<file path="src/rtl/core_pkg.sv">
// Shared types for the redirect controller: resolved PC source encoding and
// the redirect FSM state.
package core_pkg;

    typedef enum logic [1:0] {
        PC_SEQ    = 2'b00,
        PC_JALR   = 2'b01,
        PC_BRANCH = 2'b10,
        PC_JAL    = 2'b11
    } pc_src_t;

    typedef enum logic {
        IDLE     = 1'b0,
        REDIRECT = 1'b1
    } redir_state_t;

endpackage

</file>
<file path="src/rtl/sat_counter.sv">
// Saturating up-counter with async active-high reset; sticks at all-ones.
module sat_counter #(
    parameter int WIDTH = 32
) (
    input  logic             i_clk,
    input  logic             i_rst,
    input  logic             i_inc,
    output logic [WIDTH-1:0] o_count
);

    logic [WIDTH-1:0] r_count;

    always_ff @(posedge i_clk or posedge i_rst) begin
        if (i_rst) begin
            r_count <= '0;
        end else if (i_inc && (r_count != '1)) begin
            r_count <= r_count + 1'b1;
        end
    end

    assign o_count = r_count;

endmodule

</file>
<file path="src/rtl/branch_redirect_ctrl.sv">
// Registered control-flow redirect sequencer: captures a taken EX transfer and
// drives PC-select/flush/kill strobes one cycle later. Statistics counters are
// built only when BRANCH_STATS_EN is defined.
module branch_redirect_ctrl
    import core_pkg::*;
#(
    parameter int XLEN = 32
) (
    input  logic            i_clk,
    input  logic            i_rst,
    input  logic            i_ex_valid,
    input  logic            i_ex_is_branch,
    input  logic [1:0]      i_ex_pc_source,
    input  logic [XLEN-1:0] i_ex_target,
    input  logic            i_mem_stall,
    output logic            o_pc_redirect,
    output logic [XLEN-1:0] o_pc_target,
    output logic [1:0]      o_pc_sel,
    output logic            o_flush_if_id,
    output logic            o_flush_id_ex,
    output logic            o_kill_ex,
    output logic [31:0]     o_stat_branches,
    output logic [31:0]     o_stat_taken,
    output logic [31:0]     o_stat_jumps
);

    redir_state_t    r_state;
    redir_state_t    w_state_next;
    logic [XLEN-1:0] r_pc_target;
    pc_src_t         r_pc_sel;
    logic            w_capture;
    logic            w_redirect;

    assign w_capture = (r_state == IDLE) && i_ex_valid &&
                       (i_ex_pc_source != PC_SEQ) && !i_mem_stall;

    always_ff @(posedge i_clk or posedge i_rst) begin
        if (i_rst) begin
            r_state <= IDLE;
        end else begin
            r_state <= w_state_next;
        end
    end

    always_comb begin
        w_state_next = r_state;
        case (r_state)
            IDLE:     if (w_capture)    w_state_next = REDIRECT;
            REDIRECT: if (!i_mem_stall) w_state_next = IDLE;
        endcase
    end

    // PC_SEL returns to PC_SEQ as the redirect retires; the target is kept.
    always_ff @(posedge i_clk or posedge i_rst) begin
        if (i_rst) begin
            r_pc_target <= '0;
            r_pc_sel    <= PC_SEQ;
        end else if (w_capture) begin
            r_pc_target <= i_ex_target;
            r_pc_sel    <= pc_src_t'(i_ex_pc_source);
        end else if ((r_state == REDIRECT) && !i_mem_stall) begin
            r_pc_sel    <= PC_SEQ;
        end
    end

    assign w_redirect    = (r_state == REDIRECT);
    assign o_pc_redirect = w_redirect;
    assign o_flush_if_id = w_redirect;
    assign o_flush_id_ex = w_redirect;
    assign o_kill_ex     = w_redirect;
    assign o_pc_target   = r_pc_target;
    assign o_pc_sel      = r_pc_sel;

`ifdef BRANCH_STATS_EN
    logic w_stat_en;
    assign w_stat_en = (r_state == IDLE) && i_ex_valid && !i_mem_stall;

    sat_counter #(.WIDTH(32)) u_stat_branches (
        .i_clk   (i_clk),
        .i_rst   (i_rst),
        .i_inc   (w_stat_en && i_ex_is_branch),
        .o_count (o_stat_branches)
    );

    sat_counter #(.WIDTH(32)) u_stat_taken (
        .i_clk   (i_clk),
        .i_rst   (i_rst),
        .i_inc   (w_stat_en && i_ex_is_branch && (i_ex_pc_source == PC_BRANCH)),
        .o_count (o_stat_taken)
    );

    sat_counter #(.WIDTH(32)) u_stat_jumps (
        .i_clk   (i_clk),
        .i_rst   (i_rst),
        .i_inc   (w_stat_en && ((i_ex_pc_source == PC_JALR) || (i_ex_pc_source == PC_JAL))),
        .o_count (o_stat_jumps)
    );
`else
    logic w_unused;
    assign w_unused        = i_ex_is_branch;
    assign o_stat_branches = '0;
    assign o_stat_taken    = '0;
    assign o_stat_jumps    = '0;
`endif

endmodule

</file>
<file path="config.mk">
export PLATFORM = sky130hd
export DESIGN_NAME = branch_redirect_ctrl
export DESIGN_NICKNAME = d
export VERILOG_FILES = /design/src/rtl/core_pkg.sv /design/src/rtl/sat_counter.sv /design/src/rtl/branch_redirect_ctrl.sv
export SDC_FILE = /design/constraint.sdc
export NUM_CORES = 1
export LEC_CHECK = 0
export CAP_MARGIN = 25
export CORE_MARGIN = 8
export CORE_UTILIZATION = 30
export CTS_CLUSTER_DIAMETER = 80
export DETAILED_ROUTE_END_ITERATION = 8
export PLACE_DENSITY = 0.78
export SYNTH_ARGS = -nofsm -noshare
export SYNTH_HDL_FRONTEND = slang
export SYNTH_SLANG_ARGS = --single-unit
</file>
<file path="constraint.sdc">
create_clock -name i_clk -period 1.6 [get_ports i_clk]
set_clock_uncertainty 0.1 [all_clocks]
set_input_delay 0.32 -clock i_clk [delete_from_list [all_inputs] [get_ports i_clk]]
set_output_delay 0.32 -clock i_clk [all_outputs]
set_load 0.01 [all_outputs]
</file>
Word level (Yosys, flattened, before mapping)

Cells that the tools add are included.

Word-level logic and storage cells: 16
Bits of input ports: 39
Output and inout port bits: 134
Flip-flop bits (word level): 35

Bitwise logic cells: 1
Multiplexer cells: 5
Reductions and logical operators: 7

Operator list:

| cell                | count |
|---|---|
| $logic_and A1 B1 Y1 | 4 |
| $mux W2             | 2 |
| $reduce_bool A2 Y1  | 2 |
| $mux W1             | 2 |
| $pmux W1 S2         | 1 |
| $logic_not A1 Y1    | 1 |
| $not A1 Y1          | 1 |

Logic depth before layout (Yosys ltp)

Depth in word-level cells: 6
Mapped depth: 4
Mapped depth without buffers: 3

Worst setup path after synthesis

No wires, ideal clock.

Path type: register to register
Start point: register r_state, in the netlist o_flush_id_ex
End point: register r_pc_target[12], in the netlist o_pc_target[12]
Buffers on the path: 1
Setup slack: 41 ps
Clock period less this slack: 1559 ps
Setup time: 125 ps
Required time: 1375 ps
Stages on the path, launching flop included: 4
Arrival: 1334 ps
Cells stage by stage: dfrtp_1 nor3b_4 buf_6 mux2_2

Longest elaborated chain between the ends: 4

Ends and longest elaborated chain:

| item                             | line                       | source |
|---|---|---|
| start: declaration               | branch_redirect_ctrl.sv:27 | `redir_state_t r_state;` |
| start signal: assignment         | branch_redirect_ctrl.sv:41 | `r_state <= w_state_next;` |
| $not A1 Y1                       | n/a                        |  |
| $logic_and A1 B1 Y1 (2 in a row) | branch_redirect_ctrl.sv:34 | `assign w_capture = (r_state == IDLE) && i_ex_valid &&` |
| $logic_and A1 B1 Y1              | branch_redirect_ctrl.sv:35 | `(i_ex_pc_source != PC_SEQ) && !i_mem_stall;` |
| end signal: assignment           | branch_redirect_ctrl.sv:59 | `r_pc_target <= i_ex_target;` |
| end: declaration                 | branch_redirect_ctrl.sv:29 | `logic [XLEN-1:0] r_pc_target;` |

No other way between the ends.
A chain may end at the register's enable or synchronous reset.

Worst setup path in the final report

Start point: register r_state, in the netlist o_flush_id_ex
End point: output o_flush_if_id

RTL lines:

| item             | line                       | source |
|---|---|---|
| end: declaration | branch_redirect_ctrl.sv:19 | `output logic o_flush_if_id,` |

No word-level cell between the ends.

==> summary.md <==
| Metric | Value |
|---|---|
| Outcome | finished, final reports clean |
| Diode count | 0 |
| Post-Syn Area | 2105 um2 |
| Layout area overhead | 30.38% |
| Max Cap Violations | 0 |
| Slowest CP cell | dfrtp_2 |
| First-pass GRT wire length | 7.748 mm |
| I/O Pins | 173 |
| DP HPWL | 4.054 mm |
| Fill count | 666 |
| Total Wirelength | 5.184 mm |
| Critical Path Source Type | flop |
| Post-Synthesis Cells | 183 |
| CP Max Fanout | 5 |
| Floorplan core area | 6794 um2 |
| Seq/Total Area, Yosys | 41.62% |
| Clock input transition at the sequential cells of the worst setup and hold paths | 0.08 ns |
| CP Cell Sequence | buf_4 > dlygate4sd2_1 |
| Post-synthesis sequential element count | 35 |
| WL met1 | 1.623 mm |
| PD cells | 1012 nW/um2 |
| Number of global-route vias before repair | 1463 |
| Via count | 1301 |
| Met2 wire len | 2.528 mm |
| Clk buf depth | 2 |
| Period utilisation layout | 98.21% |
| Final hold violation count | 0 |
| Largest net degree at the start of global routing | 22 |
| Worst reg-to-reg setup slack | 0.05 ns |
| Fmax | 636.4 MHz |
| RSZ-0062 raised after global routing | yes |
| Design Power | 2.778 mW |
| Drt initial violations | 11 |
| Placed Cells | 355 |
| Die ar. | 9951 um2 |
| Crit-path max cell delay | 0.45 ns |
| Clock sinks | 35 |
| Combined area of the multi-input logic cells | 807.0 um2 |
| Number of antenna violations at the first check in global routing | 0 |
| Netlist cell types | 13 |
| CTS tree | built |
| CP Buf/Inv Count | 2 |
| Commonest non-fill, non-tap cell in the layout | conb_1 |
| Fin cells | 369 |
| Root buffer cell | clkbuf_8 |
| Gp weighted congestion | 0.7265 |
| Crit path DAT | 1.15 ns |
| H-tree levels | 2 |
| Final setup violation count | 0 |
| Initial Util | 30.98% |
| DR DRC count | 0 |
| Reg area | 877.1 um2 |
| Setup CP Type | reg -> out |
| P_leak | 1.373 nW |
| Delay-heaviest family, CP | flip-flops |
| Port bufs | 75 |
| Max layer used | met4 |
| Via density per instance | 3.526 |
| Min-Delay Path Class | in -> async |
| Global route overflow | 0 |
| Cell area after layout | 2744 um2 |
| Placed cell area | 2628 um2 |
| Antenna Violating Nets Remaining | 0 |
| Die width | 99.76 um |
| CP endpoint kind | output port |
| Commonest non-fill, non-tap cells in the layout | 96 x conb_1, 42 x dlygate4sd2_1, 34 x dfrtp_1, 33 x clkdlybuf4s50_1, 32 x mux2_2 |
| Fin crit period | 1.571 ns |
| Die height | 99.76 um |
| Avg WL per Cell | 14.05 um |
| Max VDD drop | 478.9 uV |
| Met3 routed WL | 959 um |
| CTS Buf Count | 5 |
| Nets | 311 |
| Avg Inst Size Synth | 11.50 um2 |
| Worst Path Required | 1.18 ns |
| Gr usage total | 9.864% |
| Worst setup margin | 0.02858 ns |
| YS warnings | 0 |
| Cell Rows | 30 |
| Place WS | -0.4524 ns |
| Post-Route Utilization | 40.39% |
| Skew-Pair Late Insertion Delay | 0.28 ns |
| Share of cells above drive strength 1 | 21.25% |
| Final slew viol count | 0 |
| Router iterations before antenna repair | 4 |
-- worst paths after layout --
path	start	end	depth (start not counted)
worst max-delay path	o_flush_id_ex	o_flush_if_id	2
worst min-delay path	i_rst	o_pc_target[30]	3
worst max register to register	o_flush_id_ex	o_pc_target[7]	4
worst min register to register	o_pc_target[12]	o_pc_target[12]	1
max in group asynchronous	i_rst	o_flush_id_ex	3
min in group i_clk	o_pc_target[12]	o_pc_target[12]	1
-- where the power goes --
| group | leakage, nW | internal, mW | switching [mW] | total (mW) |
|---|---|---|---|---|
| logic | 0.920 | 0.485 | 0.453 | 0.938 |
| clock network | 0.0402 | 0.303 | 0.338 | 0.641 |
| registers | 0.412 | 1.09 | 0.105 | 1.20 |
-- repair_timing --
action	in CTS	in global routing
hold buffers	0	0
resized for setup	47	5
setup endpoints to repair	70	32
pin swaps	1	1
buffers inserted	5	1
gates cloned	2	0
-- cell usage after synthesis, drive strengths merged --
cell type	count	area, um2
nor2	1	3.750
a22oi	2	15.01
a21o	1	7.510
nor3b	1	18.77
o21ai	2	10.01
nor2b	1	13.76
mux2	32	360.4
dfrtp	35	875.8
nand2	4	15.01
conb	1	3.750
inv	1	3.750
buf	102	777.0
-- final cells by class --
cell class / instances / share of cell area [%]
Sequential cell: 35 / 31.97
Timing Repair Buffer: 89 / 30.87
Multi-Input combinational cell: 140 / 29.41
Tap cell: 96 / 4.378
Clock buffer: 5 / 2.508
Clock inverter: 3 / 0.7296
Inverter: 1 / 0.1368
-- sequential cells by signal, summed over array words and instances (netlist names) --
register       flops
o_flush_id_ex      1
o_pc_target       32
o_pc_sel           2
-- per-stage QoR --
step           hold slack, ns  TNS (ns)
2_1_floorplan          0.3368         0
3_3_place_gp           0.3893    -12.29
3_5_place_dp           0.3953    -14.21
4_1_cts                0.2532         0
5_1_grt                0.2964  -0.02859
6_report               0.2568         0
-- layer usage --
| layer | vias to the layer above | global-route usage, % |
|---|---|---|
| met5 | - | 0 |
| met4 | 0 | 3.609 |
| met3 | 6 | 7.123 |
| met2 | 104 | 16.78 |
| met1 | 615 | 8.880 |
| li1 | 576 | - |
-- worst reg2reg max path, stage by stage, from the launching register on --
cell and delay (ns):
dfrtp_2 0.45, nor3b_4 0.24, buf_4 0.16, buf_12 0.15
mux2_2 0.34
-- cell families after synthesis --
kind of cell | after synthesis | share of synthesized area [%]
other | 1 | 0.1782
muxes | 32 | 17.12
AOI/OAI and AO/OA | 5 | 1.546
buffers and inverters | 103 | 37.10
DFF | 35 | 41.62
and+or+nand+nor | 7 | 2.437
(Power assumes the default switching activity.)
